==> config.mk <==
export PLATFORM = sky130hd
export DESIGN_NAME = multiplier_datapath_taint_track_word
export DESIGN_NICKNAME = d
export VERILOG_FILES = /design/src/rtl/multiplier_datapath_taint_track_word_pkg.sv /design/src/rtl/multiplier_datapath_taint_track_word_reg.sv /design/src/rtl/multiplier_datapath_taint_track_word.sv
export SDC_FILE = /design/constraint.sdc
export NUM_CORES = 1
export LEC_CHECK = 0
export CORE_MARGIN = 3
export CORE_UTILIZATION = 49
export CTS_CLUSTER_DIAMETER = 120
export DETAILED_ROUTE_END_ITERATION = 10
export PLACE_DENSITY = 0.8
export REMOVE_ABC_BUFFERS = 1
export SYNTH_ARGS = -nofsm -noshare
export SYNTH_HDL_FRONTEND = slang
export SYNTH_SLANG_ARGS = --single-unit
==> constraint.sdc <==
create_clock -name clk -period 3.8 [get_ports clk]
set_clock_uncertainty 0.05 [all_clocks]
set_input_delay 0.76 -clock clk [delete_from_list [all_inputs] [get_ports clk]]
set_output_delay 0.76 -clock clk [all_outputs]
set_load 0.01 [all_outputs]
==> src/rtl/multiplier_datapath_taint_track_word_pkg.sv <==
// Shared multiplier taint package, used by both the control module and this
// datapath.
//   MUL_WIDTH   default operand width.
//   ctrl_s      control-signal bundle (one bit per command). The matching
//               word-taint bundle uses the same struct.
//   CTRL_W      width of that bundle.
//   rs_op_e     the result-register operation selected for a cycle.
package multiplier_datapath_taint_track_word_pkg;

    localparam int MUL_WIDTH = 4;

    typedef struct packed {
        logic mdld;
        logic mrld;
        logic rsclear;
        logic rsload;
        logic rsshr;
        logic product_done;
    } ctrl_s;

    localparam int CTRL_W = $bits(ctrl_s);

    typedef enum logic [1:0] {
        RS_HOLD  = 2'd0,
        RS_CLEAR = 2'd1,
        RS_LOAD  = 2'd2,
        RS_SHR   = 2'd3
    } rs_op_e;

    // Pick exactly one result-register operation: clear > load > shift.
    function automatic rs_op_e rs_select(input logic clr, input logic ld,
                                         input logic shr);
        rs_op_e op;
        op = RS_HOLD;
        if (clr)      op = RS_CLEAR;
        else if (ld)  op = RS_LOAD;
        else if (shr) op = RS_SHR;
        return op;
    endfunction

    // True when two or more result-register commands are asserted together.
    function automatic logic rs_conflict(input logic clr, input logic ld,
                                         input logic shr);
        return (clr & ld) | (clr & shr) | (ld & shr);
    endfunction

endpackage

==> src/rtl/multiplier_datapath_taint_track_word_reg.sv <==
// taint_word_reg: a data word with its 1-bit word taint.
//   clk, rst   clock and asynchronous active-low reset.
//   ld         load enable. When it is high, q <= d and q_t <= d_t.
//   d, d_t     next value and its taint.
//   q, q_t     registered value and its taint. Both hold while ld is low.
// The taint is replaced on a load, not ORed in. A fresh load is the only way
// to clear it.
module taint_word_reg #(
    parameter int WIDTH = 4
) (
    input  logic             clk,
    input  logic             rst,
    input  logic             ld,
    input  logic [WIDTH-1:0] d,
    input  logic             d_t,
    output logic [WIDTH-1:0] q,
    output logic             q_t
);

    always_ff @(posedge clk or negedge rst) begin
        if (!rst) begin
            q   <= '0;
            q_t <= 1'b0;
        end else if (ld) begin
            q   <= d;
            q_t <= d_t;
        end
    end

endmodule

==> src/rtl/multiplier_datapath_taint_track_word.sv <==
// multiplier_datapath_taint_track_word: datapath of a shift-add multiplier.
// Every register carries a 1-bit word taint.
//   clk, rst                  clock and asynchronous active-low reset.
//   multiplicand(_t)          operand A and its taint. Latched on mdld.
//   multiplier(_t)            operand B and its taint. Latched on mrld.
//   mdld/mrld/rsclear/rsload/rsshr/productDone (+ _t)
//                             control strobes from the control module, each
//                             with its own taint.
//   multiplierReg(_t)         multiplier register and its taint, sent back to
//                             control combinationally.
//   product(_t)               product captured on productDone, and its taint.
//   product_valid             one-cycle pulse after each capture.
//   protocol_err              sticky flag for illegal command combinations.
//                             Only reset clears it.
// The result register rs is 2*WIDTH+1 bits wide. The extra MSB holds the
// carry out of the add into the upper half. The following right shift then
// brings that carry back into range.
module multiplier_datapath_taint_track_word
    import multiplier_datapath_taint_track_word_pkg::*;
#(
    parameter int WIDTH = MUL_WIDTH
) (
    input  logic               clk,
    input  logic               rst,
    input  logic [WIDTH-1:0]   multiplicand,
    input  logic               multiplicand_t,
    input  logic [WIDTH-1:0]   multiplier,
    input  logic               multiplier_t,
    input  logic               mdld,
    input  logic               mdld_t,
    input  logic               mrld,
    input  logic               mrld_t,
    input  logic               rsclear,
    input  logic               rsclear_t,
    input  logic               rsload,
    input  logic               rsload_t,
    input  logic               rsshr,
    input  logic               rsshr_t,
    input  logic               productDone,
    input  logic               productDone_t,
    output logic [WIDTH-1:0]   multiplierReg,
    output logic               multiplierReg_t,
    output logic [2*WIDTH-1:0] product,
    output logic               product_t,
    output logic               product_valid,
    output logic               protocol_err
);

    ctrl_s cmd;
    ctrl_s cmd_t;

    assign cmd   = '{mdld: mdld, mrld: mrld, rsclear: rsclear,
                     rsload: rsload, rsshr: rsshr, product_done: productDone};
    assign cmd_t = '{mdld: mdld_t, mrld: mrld_t, rsclear: rsclear_t,
                     rsload: rsload_t, rsshr: rsshr_t,
                     product_done: productDone_t};

    logic [WIDTH-1:0]   md;
    logic               md_t;
    logic [WIDTH-1:0]   mr;
    logic               mr_t;
    logic [2*WIDTH:0]   rs;
    logic               rs_t;
    logic [WIDTH:0]     upper_sum;
    rs_op_e             rs_op;

    taint_word_reg #(.WIDTH(WIDTH)) u_md (
        .clk (clk),
        .rst (rst),
        .ld  (cmd.mdld),
        .d   (multiplicand),
        .d_t (multiplicand_t | cmd_t.mdld),
        .q   (md),
        .q_t (md_t)
    );

    taint_word_reg #(.WIDTH(WIDTH)) u_mr (
        .clk (clk),
        .rst (rst),
        .ld  (cmd.mrld),
        .d   (multiplier),
        .d_t (multiplier_t | cmd_t.mrld),
        .q   (mr),
        .q_t (mr_t)
    );

    assign multiplierReg   = mr;
    assign multiplierReg_t = mr_t;

    assign rs_op = rs_select(cmd.rsclear, cmd.rsload, cmd.rsshr);

    // The carry is kept. rs[2W] is always 0 before a load, because loads
    // follow a shift or a clear.
    assign upper_sum = {1'b0, rs[2*WIDTH-1:WIDTH]} + {1'b0, md};

    always_ff @(posedge clk or negedge rst) begin
        if (!rst) begin
            rs   <= '0;
            rs_t <= 1'b0;
        end else begin
            unique case (rs_op)
                RS_CLEAR: begin
                    rs   <= '0;
                    rs_t <= cmd_t.rsclear;
                end
                RS_LOAD: begin
                    rs[2*WIDTH:WIDTH] <= upper_sum;
                    rs_t              <= rs_t | md_t | cmd_t.rsload;
                end
                RS_SHR: begin
                    rs   <= rs >> 1;
                    rs_t <= rs_t | cmd_t.rsshr;
                end
                default: begin
                    rs   <= rs;
                    rs_t <= rs_t;
                end
            endcase
        end
    end

    // productDone arrives together with the final shift. rs[2W:1] is the
    // value that shift produces, so the capture does not wait a cycle for it.
    always_ff @(posedge clk or negedge rst) begin
        if (!rst) begin
            product       <= '0;
            product_t     <= 1'b0;
            product_valid <= 1'b0;
            protocol_err  <= 1'b0;
        end else begin
            if (cmd.product_done) begin
                product   <= rs[2*WIDTH:1];
                product_t <= rs_t | cmd_t.rsshr | cmd_t.product_done;
            end
            product_valid <= cmd.product_done;
            protocol_err  <= protocol_err
                           | rs_conflict(cmd.rsclear, cmd.rsload, cmd.rsshr)
                           | (cmd.product_done & ~cmd.rsshr);
        end
    end

endmodule

==> results of run 1 <==
cells in the mapped netlist:
master / instances
a211oi_1: 6
a21oi_1: 6
a311oi_1: 1
and4b_1: 1
buf_2: 2
buf_4: 1
buf_6: 1
clkbuf_2: 1
dfrtp_1: 30
fa_1: 1
ha_1: 4
inv_1: 5
mux2_2: 15
mux2_4: 1
mux2i_1: 4
nand2_1: 3
nand2b_1: 1
nand3_1: 1
nor2_1: 10
nor2b_1: 4
nor3_1: 1
nor4_2: 1
o21ai_0: 4
o21bai_1: 1
o31a_1: 1
or2b_4: 1
xor2_1: 1
through the flow:
stage / utilization [%] / cells / area [sq um]
6_report: 71.2 / 181 / 1810
5_1_grt: 71.2 / 181 / 1810
4_1_cts: 71.2 / 181 / 1810
3_5_place_dp: 68.8 / 173 / 1750
3_3_place_gp: 68.8 / 173 / 1750
2_1_floorplan: - / 103 / 1320
path summary, 6_finish.rpt:
check | startpoint | to | slack [ns] | depth (start not counted)
max | protocol_err$_DFF_PN0_ | protocol_err | 1.77 | 1
min | u_mr.q[3]$_DFFE_PN0P_ | u_mr.q[3]$_DFFE_PN0P_ | 0.46 | 1
max reg2reg | rs[4]$_DFFE_PN0P_ | rs[8]$_DFFE_PN0P_ | 2.14 | 6
min reg2reg | u_mr.q[3]$_DFFE_PN0P_ | u_mr.q[3]$_DFFE_PN0P_ | 0.46 | 1
max in group asynchronous | rst | u_md.q[2]$_DFFE_PN0P_ | 2.66 | 2
min in group asynchronous | rst | product_valid$_DFF_PN0_ | 0.77 | 2
metal layers:
metal	up-vias	global-route usage (%)	wire length, um
met4	0	7.62	31
li1	464	-	-
met2	30	27.0	1250
met3	4	5.92	168
met5	-	0	0
met1	475	20.8	1090
registers in the layout, summed over array words and instances, names as in the netlist:
| signal | cells |
|---|---|
| u_md.q | 4 |
| u_mr.q | 4 |
| rs | 8 |
| product_valid | 1 |
| product_t | 1 |
| u_mr.q_t | 1 |
| product | 8 |
| u_md.q_t | 1 |
| rs_t | 1 |
| protocol_err | 1 |
placed cells by master (no fill, tap or decap), types with 3 or more instances in the layout:
cell / n
clkdlybuf4s50_1: 39
dfrtp_1: 30
mux2_2: 15
nor2_1: 10
a211oi_1: 6
a21oi_1: 6
inv_1: 5
clkbuf_4: 5
mux2i_1: 4
nor2b_1: 4
o21ai_0: 4
ha_1: 4
nand2_1: 3
cell type report:
cell class / count / area share (%)
inverters: 5 / 1.04
flip-flops and latches: 30 / 41.4
multi-input cells: 68 / 30.2
clock buffers: 7 / 3.04
clock inverters: 1 / 0.276
well taps: 30 / 2.07
repair buffers: 40 / 22.0
power groups by stage:
stage          Combinational (mW)  Clock (mW)  Sequential, mW
3_3_place_gp                0.135           0           0.367
6_report                    0.138       0.190           0.362
3_5_place_dp                0.139           0           0.369
4_1_cts                     0.140       0.198           0.362
2_1_floorplan              0.0556           0           0.371
5_1_grt                     0.153       0.211           0.366
cells by family after synthesis:
family,Yosys count,share of synthesized area [%]
flops,30,55.6
buf+inv,10,3.89
simple gates,23,9.17
mux,20,16.6
fa+ha+maj,5,5.19
compound gates,19,8.90
xor+xnor,1,0.649
==> impl_metrics.json, run 1 <==
{
  "ys_warn_count": 0,
  "hold_slack_ns": 0.460,
  "yosys.cell_types.count": 27,
  "grt_max_degree": 31,
  "globalplace.congestion": 0.728,
  "setup_violations": 0,
  "setup_ws_ns": 1.77,
  "cts_tree": "done",
  "dieArea_sq_um": 3420,
  "pwr-share-clk_pct": 27.6,
  "synthTopCellsByArea": "dfrtp_1 (56%), mux2_2 (13%), ha_1 (3.7%), a211oi_1 (3.3%), mux2i_1 (3.0%)",
  "grt_pass1_vias": 1019,
  "cp_data_arrival_time_ns": 1.22,
  "clkSlewWorstSetupHoldPaths_ns": 0.09,
  "nets": 179,
  "power_per_cell_area_nw_per_um2": 381,
  "cpPeakStageDelay_ns": 0.54,
  "critPathLaunchType": "register",
  "ant_nets": 0,
  "p_int_mw": 0.516,
  "slowest_stage": "clkdlybuf4s50_1",
  "p_comb_share_pct": 20.0,
  "clockRootBuffer": "clkbuf_4",
  "rsz0062_at_grt": "false",
  "dp_hpwl_mm": 1.96,
  "switching_share_pct": 25.2,
  "postCtsSetupBuffers": 0,
  "cts_resized": 0,
  "ir_worst_vdd_mv": 0.321,
  "crit_required_ns": 2.99,
  "die_h_um": 58.5,
  "cts_hold_buf": 0,
  "multi_input_area_sq_um": 547,
  "die_x_um": 58.5,
  "ioPinCount": 40,
  "io_buffers": 39,
  "vias": 973,
  "critPathTopFamily": "buffers and inverters",
  "cts_inserted_buffers": 5,
  "numClockSinks": 30,
  "crit_buf_inv": 1,
  "area.growth.synth_to_final_pct": 34.2,
  "yosysSeqAreaShare_pct": 55.6,
  "route.detailed.drc": 0,
  "crit_chain": "clkdlybuf4s50_1",
  "wl_per_cell_um": 14.1,
  "synth_top_area_cell": "dfrtp_1",
  "synth.ff_latch_count": 30,
  "p_total_mw": 0.690,
  "fmax_mhz": 492,
  "syn_inst": 108,
  "period_minus_slack_ns": 2.03,
  "track_usage_pct": 17.0,
  "crit_path_max_fanout": 2,
  "viasPerCell": 5.38,
  "worst_slew_pin_slew_ns": 0.524,
  "seq_area_sq_um": 751,
  "hold_class": "register to register",
  "routed_wl_mm": 2.55,
  "maxSlewHeadroom_pct": 65.0,
  "drt_iter0_markers": 28,
  "grt_pass1_wl_mm": 4.37,
  "clk_latency_ns": 0.32,
  "path_class": "register to output port",
  "coreArea_sq_um": 2540,
  "preCtsSetupSlack_ns": 1.61,
  "n_antenna_cell": 0,
  "leakagePower_nw": 0.800,
  "antenna_found_initial": 0,
  "initial_core_util_pct": 53.0,
  "tns_ns": 0,
  "p_seq_share_pct": 52.5,
  "crit_path_end_kind": "output port",
  "cts_max_level": 2,
  "fin_crit_sh_pct": 53.4,
  "firstDrtPassIters": 3,
  "finalMaxSlewViolations": 0,
  "status": "complete, no violations",
  "synthesis.area_sq_um": 1350,
  "post_synth.cell_area_avg_sq_um": 12.5,
  "finalHoldViolCount": 0,
  "clockBufferDepth": 2,
  "grt_overflow": 0,
  "switchingPower_mw": 0.174,
  "yosys.area.top_type_share_pct": 55.6,
  "drive_gt1_share_pct": 17.2,
  "fillers": 175,
  "rows": 18,
  "maxCapViolCount": 0
}
(Power assumes the default switching activity.)
==> inputs of run 2 (changes only) <==
--- a/config.mk
+++ b/config.mk
@@ -6,10 +6,10 @@
 export NUM_CORES = 1
 export LEC_CHECK = 0
 export CORE_MARGIN = 3
-export CORE_UTILIZATION = 49
+export CORE_UTILIZATION = 41
 export CTS_CLUSTER_DIAMETER = 120
 export DETAILED_ROUTE_END_ITERATION = 10
-export PLACE_DENSITY = 0.8
+export PLACE_DENSITY = 0.71
 export REMOVE_ABC_BUFFERS = 1
 export SYNTH_ARGS = -nofsm -noshare
 export SYNTH_HDL_FRONTEND = slang
==> constraint.sdc (replaced) <==
create_clock -name clk -period 1.7 [get_ports clk]
set_clock_uncertainty 0.05 [all_clocks]
set_input_delay 0.34 -clock clk [delete_from_list [all_inputs] [get_ports clk]]
set_output_delay 0.34 -clock clk [all_outputs]
set_load 0.01 [all_outputs]
==> run 2 against run 1 <==
Against the previous run:
- sequential power is 120% higher
- sequential cell count did not move
- clock-buffer cell count decreased by 2
- die area grew 17%
- utilization is 9.7 points lower
- first-iteration DRC count shrank 46%
- power rose by 150%
- wire length grew 11%
- clock power increased to 3.0 times the previous value
- largest cell class unchanged
==> impl_metrics.json, run 2 (synthesized netlist as in run 1, its figures left out) <==
{
  "status": "complete, no violations",
  "maxCapViolCount": 0,
  "tns_ns": 0,
  "clockRootBuffer": "clkbuf_4",
  "cp_data_arrival_time_ns": 1.25,
  "p_total_mw": 1.70,
  "cts_inserted_buffers": 5,
  "grt_overflow": 0,
  "rows": 20,
  "cpPeakStageDelay_ns": 0.55,
  "period_minus_slack_ns": 1.64,
  "final_cells": 202,
  "dr_wl_met2_mm": 1.39,
  "met3_length_um": 251,
  "multi_input_area_sq_um": 552,
  "slowest_stage": "clkdlybuf4s50_1",
  "route.detailed.drc": 0,
  "mostFrequentLayoutCells": "clkdlybuf4s50_1 (38), dfrtp_1 (30), mux2_2 (15)",
  "io_buffers": 39,
  "dpl-instance-area_sq_um": 1820,
  "area.growth.synth_to_final_pct": 41.2,
  "ant_nets": 0,
  "fillers": 283,
  "final_area_sq_um": 1910,
  "ir_worst_vdd_mv": 0.487,
  "fin_crit_sh_pct": 96.7,
  "coreArea_sq_um": 3100,
  "hold_class": "primary input to async pin",
  "ioPinCount": 40,
  "wl_per_cell_um": 14.0,
  "cts_max_level": 2,
  "cts_hold_buf": 0,
  "critPathLaunchType": "register",
  "final_util_pct": 61.5,
  "crit_path_max_fanout": 2,
  "power_per_cell_area_nw_per_um2": 894,
  "clk_latency_ns": 0.34,
  "fmax_mhz": 608,
  "drt_iter0_markers": 15,
  "grt_pass1_vias": 985,
  "crit_chain": "clkdlybuf4s50_1",
  "numClockSinks": 30,
  "nets": 186,
  "vias": 999,
  "dp_hpwl_mm": 2.03,
  "largest_registers": "product: 8 flops, rs: 8 flops",
  "grt_pass1_wl_mm": 4.66,
  "firstDrtPassIters": 4,
  "n_antenna_cell": 0,
  "initial_core_util_pct": 43.5,
  "cts_tree": "done",
  "worst_slew_pin_slew_ns": 0.364,
  "m1WireLength_mm": 1.12,
  "track_usage_pct": 15.3,
  "dp_cells": 194,
  "die_x_um": 63.4,
  "clkSlewWorstSetupHoldPaths_ns": 0.10,
  "crit_buf_inv": 1,
  "setup_violations": 0,
  "grt_max_degree": 31,
  "maxSlewHeadroom_pct": 75.7,
  "final_common_cell": "clkdlybuf4s50_1",
  "critPathTopFamily": "buffers and inverters",
  "viasPerCell": 4.95,
  "drive_gt1_share_pct": 22.8,
  "rsz0062_at_grt": "false",
  "clockBufferDepth": 2,
  "topRoutingLayerUsed": "met4",
  "crit_path_end_kind": "output port",
  "globalplace.congestion": 0.864,
  "path_class": "register to output port",
  "finalMaxSlewViolations": 0,
  "antenna_found_initial": 0,
  "dieArea_sq_um": 4020,
  "finalHoldViolCount": 0,
  "leakagePower_nw": 0.857,
  "routed_wl_mm": 2.83,
  "crit_required_ns": 1.31,
  "die_h_um": 63.4,
  "seq_area_sq_um": 751
}
[run 2: changes by cell type in the layout (fill, tap and decap cells not counted), sizes merged]
cell and change:
buf +7, bufinv +1, clkbuf -2, clkdlybuf4s50 -1
clkinv +1, dlymetal6s2s +1
[run 2: power by group]
group / total, mW / leakage, nW / internal (mW) / switching [mW]
Clock: 0.567 / 0.0450 / 0.304 / 0.263
Sequential: 0.809 / 0.369 / 0.771 / 0.0386
Combinational: 0.328 / 0.443 / 0.196 / 0.132
[run 2: timing repair]
action / 4_1_cts / 5_1_grt
gates resized for setup: 0 / 3
setup endpoints to repair: 0 / 2
setup buffers: 0 / 0
[run 2: path summary, 6_finish.rpt]
kind	cells past startpoint	from	slack (ns)	endpoint
max	1	protocol_err$_DFF_PN0_	0.06	protocol_err
min	2	rst	0.33	rs[7]$_DFFE_PN0P_
max reg2reg	6	rs[4]$_DFFE_PN0P_	0.15	rs[8]$_DFFE_PN0P_
min reg2reg	1	protocol_err$_DFF_PN0_	0.45	protocol_err$_DFF_PN0_
max in group asynchronous	2	rst	0.99	rs_t$_DFFE_PN0P_
min in group clk	1	protocol_err$_DFF_PN0_	0.45	protocol_err$_DFF_PN0_
[run 2: final cells by class]
| class | instances | area share (%) |
|---|---|---|
| sequential | 30 | 39.4 |
| multi-input combinational | 68 | 28.9 |
| inverter | 5 | 0.984 |
| clock inverter | 3 | 2.10 |
| clock buffer | 5 | 1.97 |
| timing repair buffer | 47 | 23.8 |
| tap | 44 | 2.89 |
[run 2: metrics by stage]
step / hold slack [ns] / worst slack, ns
after floorplan: -0.00559 / 0.203
after global routing: 0.370 / 0.00717
after global placement: 0.420 / 0.121
after detailed placement: 0.429 / 0.0848
final: 0.327 / 0.0555
after CTS: 0.342 / 0.0361
[run 2: routing by layer]
layer | global-route usage (%) | up-vias
met3 | 5.17 | 7
li1 | - | 476
met4 | 8.89 | 0
met5 | 0 | -
met1 | 16.9 | 474
met2 | 25.6 | 42
